### src/rtl/frame_mode_control.sv
// Frame-synchronous mode controller: sequences camera configuration after reset, then
// applies debounced stage-enable changes only at frame boundaries, wrapped in a pipeline flush.
module frame_mode_control #(
    parameter int N_STAGES     = 2,
    parameter int CFG_DELAY    = 125000,
    parameter int CFG_TIMEOUT  = 2500000,
    parameter int FLUSH_CYCLES = 16,
    parameter int SW_STABLE    = 62500,
    parameter int FCW          = 16
) (
    input  logic                i_sysclk,
    input  logic                i_rstn,
    input  logic                i_sof,
    input  logic                i_cfg_done,
    input  logic [N_STAGES-1:0] i_sw_enable,
    output logic                o_cfg_start,
    output logic [N_STAGES-1:0] o_stage_enable,
    output logic                o_pipe_flush,
    output logic [2:0]          o_state,
    output logic [FCW-1:0]      o_frame_count
);

    localparam int CNT_MAX_A = (CFG_DELAY > CFG_TIMEOUT) ? CFG_DELAY : CFG_TIMEOUT;
    localparam int CNT_MAX   = (CNT_MAX_A > FLUSH_CYCLES) ? CNT_MAX_A : FLUSH_CYCLES;
    localparam int CW        = $clog2(CNT_MAX + 1);
    localparam int SW_W      = $clog2(SW_STABLE + 1);

    typedef enum logic [2:0] {
        ST_WAIT  = 3'd0,
        ST_CFG   = 3'd1,
        ST_RUN   = 3'd2,
        ST_ARM   = 3'd3,
        ST_FLUSH = 3'd4
    } state_t;

    state_t              state_r;
    logic [CW-1:0]       cnt_r;
    logic [N_STAGES-1:0] sync1_r;
    logic [N_STAGES-1:0] sync2_r;
    logic [N_STAGES-1:0] prev_r;
    logic [N_STAGES-1:0] req_r;
    logic [SW_W-1:0]     stab_cnt_r;
    logic                frame_state_s;

    assign o_state       = state_r;
    assign frame_state_s = (state_r == ST_RUN) || (state_r == ST_ARM) || (state_r == ST_FLUSH);

    // Two-flop synchroniser followed by a stability filter producing the accepted request vector.
    always_ff @(posedge i_sysclk or negedge i_rstn) begin
        if (!i_rstn) begin
            sync1_r    <= {N_STAGES{1'b0}};
            sync2_r    <= {N_STAGES{1'b0}};
            prev_r     <= {N_STAGES{1'b0}};
            req_r      <= {N_STAGES{1'b0}};
            stab_cnt_r <= {SW_W{1'b0}};
        end else begin
            sync1_r <= i_sw_enable;
            sync2_r <= sync1_r;
            if (sync2_r != prev_r) begin
                prev_r     <= sync2_r;
                stab_cnt_r <= {SW_W{1'b0}};
            end else if (stab_cnt_r == SW_W'(SW_STABLE - 1)) begin
                req_r <= prev_r;
            end else begin
                stab_cnt_r <= stab_cnt_r + SW_W'(1);
            end
        end
    end

    // Frame counter: only frames after configuration completes are counted.
    always_ff @(posedge i_sysclk or negedge i_rstn) begin
        if (!i_rstn) begin
            o_frame_count <= {FCW{1'b0}};
        end else if (i_sof && frame_state_s) begin
            o_frame_count <= o_frame_count + FCW'(1);
        end
    end

    // Main sequencer: config bring-up, then frame-aligned mode changes with flush.
    always_ff @(posedge i_sysclk or negedge i_rstn) begin
        if (!i_rstn) begin
            state_r        <= ST_WAIT;
            cnt_r          <= {CW{1'b0}};
            o_cfg_start    <= 1'b0;
            o_stage_enable <= {N_STAGES{1'b0}};
            o_pipe_flush   <= 1'b0;
        end else begin
            case (state_r)
                ST_WAIT: begin
                    if (cnt_r == CW'(CFG_DELAY - 1)) begin
                        state_r     <= ST_CFG;
                        o_cfg_start <= 1'b1;
                        cnt_r       <= {CW{1'b0}};
                    end else begin
                        cnt_r <= cnt_r + CW'(1);
                    end
                end
                ST_CFG: begin
                    // cnt_r is zero in each cycle that carries a cfg_start pulse, so done is ignored there.
                    if ((cnt_r != {CW{1'b0}}) && i_cfg_done) begin
                        state_r     <= ST_RUN;
                        o_cfg_start <= 1'b0;
                        cnt_r       <= {CW{1'b0}};
                    end else if (cnt_r == CW'(CFG_TIMEOUT - 1)) begin
                        o_cfg_start <= 1'b1;
                        cnt_r       <= {CW{1'b0}};
                    end else begin
                        o_cfg_start <= 1'b0;
                        cnt_r       <= cnt_r + CW'(1);
                    end
                end
                ST_RUN: begin
                    if (req_r != o_stage_enable) begin
                        state_r <= ST_ARM;
                    end
                end
                ST_ARM: begin
                    if (req_r == o_stage_enable) begin
                        state_r <= ST_RUN;
                    end else if (i_sof) begin
                        state_r        <= ST_FLUSH;
                        o_stage_enable <= req_r;
                        o_pipe_flush   <= 1'b1;
                        cnt_r          <= {CW{1'b0}};
                    end
                end
                ST_FLUSH: begin
                    if (cnt_r == CW'(FLUSH_CYCLES - 1)) begin
                        state_r      <= ST_RUN;
                        o_pipe_flush <= 1'b0;
                        cnt_r        <= {CW{1'b0}};
                    end else begin
                        cnt_r <= cnt_r + CW'(1);
                    end
                end
                default: begin
                    state_r        <= ST_WAIT;
                    cnt_r          <= {CW{1'b0}};
                    o_cfg_start    <= 1'b0;
                    o_stage_enable <= {N_STAGES{1'b0}};
                    o_pipe_flush   <= 1'b0;
                end
            endcase
        end
    end

endmodule

### config.mk
export PLATFORM = sky130hd
export DESIGN_NAME = frame_mode_control
export DESIGN_NICKNAME = d
export VERILOG_FILES = /design/src/rtl/frame_mode_control.sv
export SDC_FILE = /design/constraint.sdc
export NUM_CORES = 1
export LEC_CHECK = 0
export CAP_MARGIN = 25
export CORE_MARGIN = 3
export CORE_UTILIZATION = 45
export CTS_BUF_LIST = sky130_fd_sc_hd__clkbuf_4 sky130_fd_sc_hd__clkbuf_8
export DETAILED_ROUTE_END_ITERATION = 8
export SYNTH_ARGS = -nofsm -noshare
export SYNTH_HDL_FRONTEND = slang
export SYNTH_SLANG_ARGS = --single-unit
### constraint.sdc
create_clock -name i_sysclk -period 3.4 [get_ports i_sysclk]
set_input_delay 1.02 -clock i_sysclk [delete_from_list [all_inputs] [get_ports i_sysclk]]
set_output_delay 1.02 -clock i_sysclk [all_outputs]
set_load 0.01 [all_outputs]
==> impl_metrics.csv, run 1 <==
group,metric,value,unit
routing,final_routed_wirelength_across_all_metal_layers,6961,um
grt,grt_pass1_vias,2544,
final_layout,mostFrequentLayoutCell,"sky130_fd_sc_hd__dfrtp_1",
timing,slew_viol_final,0,
grt,groute.layer.met3.usage,4.327,%
grt,grt_busiest_layer,"met2",
critical_path,criticalPathCategory,"reg2reg",
yosys,synthDominantAreaCellType,"sky130_fd_sc_hd__dfrtp_1",
clocking,cts_hold_repair.buffers,0,
min_path,holdPathStages,0,
clocking,htree_levels,3,
timing,hold_ws,349.7,ps
grt,grt_max_degree,50,
routing,drtPass1Iterations,4,
yosys,synth_fp_nets,365,
timing,setup_viol,0,
yosys,synth.lib_cells_used.distinct,46,
timing,unrepaired_setup_endpoints_after_global_routing,"no",
grt,first_pass_grt_wire_length,12480,um
yosys,post_synth_inst_count,355,
yosys,synth-warning-count,0,
yosys,yosys_most_used_dff,"sky130_fd_sc_hd__dfrtp_1",
job,maxCapViolCount,0,
floorplanning,die-width,93.90,um
floorplanning,boundaryPins,29,
critical_path,timing.critical_path.arrival,3080,ps
floorplanning,die_height,93.90,um
routing,first_iter_violations,133,
clocking,cts.repair_timing.setup_buffer_count,0,
placement,dp_hpwl,4864,um
floorplanning,floorplan.initialDensity,47.18,%
timing,slew_headroom,56.85,%
placement,gpl.final_weighted_congestion,0.8040,
yosys,synthTopCellsByArea,"sky130_fd_sc_hd__dfrtp_1 (50%), sky130_fd_sc_hd__xnor2_1 (6.0%), sky130_fd_sc_hd__nor2_1 (5.3%), sky130_fd_sc_hd__nand2_1 (3.9%), sky130_fd_sc_hd__xor2_1 (3.8%)",
yosys,sequential_cell_area_fraction_in_the_yosys_report,49.66,%
timing,worst-slew-pin-transition,644.9,ps
run_status,run_status,"finished, final reports clean",
final_layout,top_library_cells_by_usage_in_the_layout_fill_and_taps_aside,"sky130_fd_sc_hd__dfrtp_1 (69), sky130_fd_sc_hd__nor2_1 (49), sky130_fd_sc_hd__nand2_1 (36)",
yosys,synth_area,3477,um^2
pwr,power_density,554.0,nW/um^2
yosys,synthArstFlopShare,100.0,%
grt,gr-total-overflow,0,
final_layout,antenna-diode-count,0,
pwr,worst_ir_drop_vdd,0.3889,mV
clocking,cts-buffers-inserted,9,
timing,fmax,0.3475,GHz
final_layout,drive_above_1_share,7.692,%
critical_path,worst-r2r-cell-count,6,
timing,finalHoldViolations,0,
floorplanning,std_cell_rows,31,
clocking,clkTransAtPathRegs,70,ps
floorplanning,design.core.area,7370,um^2
grt,grt_use_met1,25.80,%
critical_path,start_kind,"flop",
floorplanning,floorplan.die_area,8817,um^2
grt,globalRouteMet2Util,25.90,%
timing,timing.final.crit_share,84.64,%
grt,antenna_violations_before_repair,0,
clocking,insertion_delay,330,ps
min_path,min_path_type,"reg2reg",
routing,drt-wirelength-per-cell,14.24,um
clocking,tritoncts,"done",
placement,placement.io_buffers,28,
yosys,synth_largest_type_area_fraction,49.66,%
routing,drt_drc_violations_left,0,
pwr,leakage,1.730,nW
clocking,ctsRootBufferMaster,"sky130_fd_sc_hd__clkbuf_8",
pwr,finalPower,2.226,mW
final_layout,syn_to_final_growth,15.58,%
placement,placement.cell_area,3854,um^2
routing,ant_nets,0,
final_layout,postLayoutCellArea,4019,um^2
critical_path,critPathCaptureType,"flop",
timing,min_period,2878,ps
yosys,mapped_avg_cell_area,9.795,um^2
final_layout,num-nets-final,396,
yosys,number_of_flip_flops_and_latches_in_the_synthesized_netlist,69,
timing,fin_tns_setup,0,ps
critical_path,crit_path_max_fanout,25,
timing,clock-skew-final,8.870,ps
yosys,synth-edff-count,0,
grt,track_usage,17.68,%
routing,avg_vias_per_cell,5.276,
clocking,cts_num_sinks,69,
routing,detailroute.via_count,2580,
final_layout,nFillCells,671,
clocking,max-clock-path-buffers,2,
clocking,cts.repair.resized,0,
critical_path,cp_data_required_time,3600,ps
kinds of logic after synthesis:
kind of cell | synth area share [%]
DFF | 49.66
adders and majority gates | 1.439
muxes | 1.583
AOI/OAI and AO/OA | 10.29
buffers and inverters | 2.411
xor gates and xnor gates | 9.824
and+or+nand+nor | 24.79
per-layer routing:
layer  vias to the layer above  routed length (um)
met3                         8                 273
met1                      1218                3608
li1                       1311                   -
met4                         0                  78
met2                        43                3001
met5                         -                   0
sequential cells by signal, summed over array words and instances, names as in the netlist:
signal	count
cnt_r	22
o_frame_count	16
stab_cnt_r	16
o_state	3
o_stage_enable	2
prev_r	2
req_r	2
sync1_r	2
sync2_r	2
o_cfg_start	1
o_pipe_flush	1
where the power goes:
part / total, mW / internal [mW] / switching (mW)
Sequential: 1.06 / 0.919 / 0.140
Combinational: 0.593 / 0.279 / 0.314
Clock: 0.574 / 0.276 / 0.298
Total: 2.23 / 1.47 / 0.752
per-stage QoR:
| step | util, % | instances | setup WS, ps |
|---|---|---|---|
| 2_1_floorplan | - | 355 | 968.0 |
| 3_3_place_gp | 52.29 | 474 | 439.3 |
| 3_5_place_dp | 52.29 | 474 | 411.2 |
| 4_1_cts | 54.53 | 489 | 520.4 |
| 5_1_grt | 54.53 | 489 | 315.8 |
| 6_report | 54.53 | 489 | 522.2 |
final timing paths:
path / to / startpoint / slack, ps
max: cnt_r[13] / cnt_r[4] / 520
min: sync2_r[1] / sync1_r[1] / 350
max reg2reg: cnt_r[13] / cnt_r[4] / 520
min reg2reg: sync2_r[1] / sync1_r[1] / 350
max in group asynchronous: stab_cnt_r[1] / i_rstn / 2120
min in group asynchronous: cnt_r[19] / i_rstn / 650
synth_stat cells, types with 2 or more instances:
library cell and instances:
sky130_fd_sc_hd__a21oi_1 9, sky130_fd_sc_hd__a21o_1 5, sky130_fd_sc_hd__o21ai_0 9, sky130_fd_sc_hd__and3_1 10, sky130_fd_sc_hd__a211o_1 4, sky130_fd_sc_hd__clkbuf_1 8, sky130_fd_sc_hd__inv_1 7, sky130_fd_sc_hd__mux2_2 4
sky130_fd_sc_hd__or2_2 2, sky130_fd_sc_hd__dfrtp_1 69, sky130_fd_sc_hd__and4b_1 3, sky130_fd_sc_hd__o21ai_1 2, sky130_fd_sc_hd__and2_1 2, sky130_fd_sc_hd__or4_1 2, sky130_fd_sc_hd__nand4_1 8, sky130_fd_sc_hd__nor3_1 15
sky130_fd_sc_hd__a21boi_0 2, sky130_fd_sc_hd__xor2_1 15, sky130_fd_sc_hd__nand2_1 36, sky130_fd_sc_hd__o211ai_1 2, sky130_fd_sc_hd__nor3b_1 4, sky130_fd_sc_hd__nor2_1 49, sky130_fd_sc_hd__ha_1 4, sky130_fd_sc_hd__nor4_1 3
sky130_fd_sc_hd__nand2b_1 3, sky130_fd_sc_hd__or3_1 10, sky130_fd_sc_hd__a22o_1 2, sky130_fd_sc_hd__xnor2_1 24, sky130_fd_sc_hd__nand3_1 22, sky130_fd_sc_hd__buf_6 2, sky130_fd_sc_hd__o22ai_1 3
cell type report:
class                           count  area [um^2]  area share, %
Inverter                            7        26.28         0.6538
Sequential cell                    69         1727          42.96
Clock inverter                      4        26.28         0.6538
Timing Repair Buffer               31        310.3          7.721
Clock buffer                       11        138.9          3.456
Tap cell                           99        123.9          3.082
Multi-Input combinational cell    268         1667          41.47
critical path: stages (launching register included):
cell,delay [ps]
sky130_fd_sc_hd__dfrtp_1,430
sky130_fd_sc_hd__or4_1,560
sky130_fd_sc_hd__or3_4,420
sky130_fd_sc_hd__o31ai_4,320
sky130_fd_sc_hd__a2bb2oi_4,510
sky130_fd_sc_hd__and2_1,390
sky130_fd_sc_hd__nor2_1,100
(Power assumes the default switching activity.)
==> run 2: changes to the inputs <==
Settings changed: PLACE_DENSITY from default to 0.67.
Clock period 3.4 ns to 2.6 ns, I/O delays scaled along.
==> run 2 against run 1 <==
  * Die area unchanged
  * Clock-buffer cell count decreased by 2
  * Combinational power increased by 75%
  * Sequential cell count unchanged
  * Total power increased by 45%
  * Sequential share of layout area decreased by 2.8 points
  * Sequential power increased by 25%
  * Fmax increased by 18%
  * Worst setup slack got worse by 370 ps
  * Via count increased by 8.6%
  * Worst hold slack got worse by 100 ps
  * Global-route usage increased by 1.1 points
  * Critical path type unchanged
  * Largest cell class unchanged
  * Highest routed layer unchanged
==> impl_metrics.csv, run 2 (synthesized netlist as in run 1, its figures left out) <==
group,metric,value,unit
run_status,run_status,"finished, final reports clean",
placement,placement.io_buffers,28,
clocking,insertion_delay,340,ps
placement,dp_hpwl,5316,um
final_layout,largest_reg_flops,22,
pwr,power_density,748.4,nW/um^2
routing,detailroute.via_count,2803,
critical_path,crit_path_start,"cnt_r[4]",
final_layout,drive_above_1_share,14.29,%
timing,finalHoldViolations,0,
floorplanning,die-width,93.90,um
grt,grt_max_degree,66,
critical_path,start_kind,"flop",
critical_path,criticalPathCategory,"reg2reg",
final_layout,finalNonFillerCells,519,
final_layout,antenna-diode-count,0,
critical_path,worst-r2r-cell-count,6,
floorplanning,floorplan.initialDensity,47.18,%
final_layout,num-nets-final,426,
final_layout,largest-register,"cnt_r",
final_layout,nFillCells,648,
critical_path,crit_path_max_fanout,5,
floorplanning,die_height,93.90,um
timing,fmax,0.4083,GHz
clocking,tritoncts,"done",
timing,timing.final.crit_share,94.19,%
clocking,cts-buffers-inserted,9,
pwr,cell_internal_pwr,2.139,mW
final_layout,top_library_cells_by_usage_in_the_layout_fill_and_taps_aside,"sky130_fd_sc_hd__dfrtp_1 (69), sky130_fd_sc_hd__nor2_1 (49), sky130_fd_sc_hd__nand2_1 (36)",
clocking,htree_levels,3,
critical_path,reg2reg_slack,150,ps
pwr,share_clk_of_total_power,26.3,%
timing,min_period,2449,ps
floorplanning,design.core.area,7370,um^2
timing,setup_viol,0,
floorplanning,std_cell_rows,31,
final_layout,syn_to_final_growth,23.71,%
routing,final_routed_wirelength_across_all_metal_layers,7744,um
routing,ant_nets,0,
timing,worst-slew-pin-transition,555.7,ps
timing,slew_viol_final,0,
pwr,power.combinational.fraction,32.3,%
timing,fin_tns_setup,0,ps
clocking,cts_num_sinks,69,
critical_path,worstReg2RegEnd,"cnt_r[12]",
floorplanning,floorplan.die_area,8817,um^2
pwr,leakage,1.899,nW
routing,avg_vias_per_cell,5.401,
final_layout,mostFrequentLayoutCell,"sky130_fd_sc_hd__dfrtp_1",
timing,unrepaired_setup_endpoints_after_global_routing,"no",
critical_path,cp_data_required_time,2820,ps
clocking,cts_hold_repair.buffers,0,
grt,grt_pass1_vias,2701,
placement,gpl.final_weighted_congestion,0.8954,
grt,gr-total-overflow,0,
routing,drtPass1Iterations,4,
pwr,power.switching_fraction,33.56,%
routing,first_iter_violations,167,
critical_path,timing.critical_path.arrival,2670,ps
pwr,switching_power,1.080,mW
critical_path,regToRegStartpoint,"cnt_r[4]",
min_path,min_path_type,"in2async",
pwr,share_seq_of_total_power,41.5,%
clocking,ctsRootBufferMaster,"sky130_fd_sc_hd__clkbuf_8",
final_layout,layout_top_registers,"cnt_r: 22 flops, o_frame_count: 16 flops, stab_cnt_r: 16 flops",
grt,track_usage,18.75,%
clocking,max-clock-path-buffers,2,
routing,drt-wirelength-per-cell,14.92,um
placement,post-place-cells,500,
grt,first_pass_grt_wire_length,12990,um
clocking,clkTransAtPathRegs,70,ps
timing,clock-skew-final,8.736,ps
floorplanning,boundaryPins,29,
job,maxCapViolCount,0,
grt,antenna_violations_before_repair,0,
routing,drt_drc_violations_left,0,
critical_path,critPathCaptureType,"flop",
timing,slew_headroom,62.56,%
pwr,worst_ir_drop_vdd,0.5278,mV
## run 2: per-stage QoR
stage	worst slack, ps	hold WS [ps]	power [mW]	util (%)	cell area (um^2)
2_1_floorplan	168.0	331.2	2.004	-	3477
3_3_place_gp	31.37	332.3	2.321	54.94	4049
3_5_place_dp	3.676	337.1	2.345	54.94	4049
4_1_cts	9.602	238.8	3.213	57.56	4242
5_1_grt	29.04	240.3	3.419	58.37	4302
6_report	151.0	248.8	3.219	58.37	4302
## run 2: how the worst max path moves through the flow
stage / cells past startpoint / slack, ps / endpoint
final: 6 / 150 / cnt_r[12]
after global routing: 7 / 30 / cnt_r[11]
after CTS: 7 / 10 / cnt_r[11]
after detailed placement: 7 / 4 / cnt_r[20]
after global placement: 7 / 30 / cnt_r[11]
after floorplan: 7 / 170 / cnt_r[12]
## run 2: timing repair
item                       4_1_cts  5_1_grt
setup endpoints to repair       10       20
resized for setup                1        2
pin swaps                        2        3
cloned                           0        2
setup buffers                    0        2
## run 2: layout make-up
type	instances	area [um^2]	share of cell area (%)
clock buffer	9	123.9	2.880
clock inverter	6	65.06	1.513
inverter	7	26.28	0.6108
multi-input combinational	270	1712	39.79
sequential	69	1727	40.14
tap	99	123.9	2.880
timing repair buffer	59	524.3	12.19
## run 2: power groups by stage
| stage | Clock [mW] | Sequential, mW | Combinational (mW) |
|---|---|---|---|
| after global placement | 0 | 1.35 | 0.974 |
| after floorplan | 0 | 1.41 | 0.592 |
| after CTS | 0.873 | 1.33 | 1.01 |
| after detailed placement | 0 | 1.35 | 0.994 |
| after global routing | 0.919 | 1.36 | 1.14 |
| final | 0.845 | 1.33 | 1.04 |
## run 2: layer usage
layer / vias up / GRT usage (%) / share of wire, %
met5: - / 0 / 0
met2: 73 / 28.09 / 46
met3: 11 / 4.888 / 6.3
li1: 1364 / - / -
met1: 1355 / 25.70 / 46
met4: 0 / 7.942 / 1.6
## run 2: critical path, stage by stage, from the launching register on
cell	delay (ps)
sky130_fd_sc_hd__dfrtp_1	370
sky130_fd_sc_hd__or4_1	540
sky130_fd_sc_hd__or3_4	380
sky130_fd_sc_hd__o31ai_4	380
sky130_fd_sc_hd__a2bb2oi_2	300
sky130_fd_sc_hd__nor3_1	90
sky130_fd_sc_hd__a211o_1	280
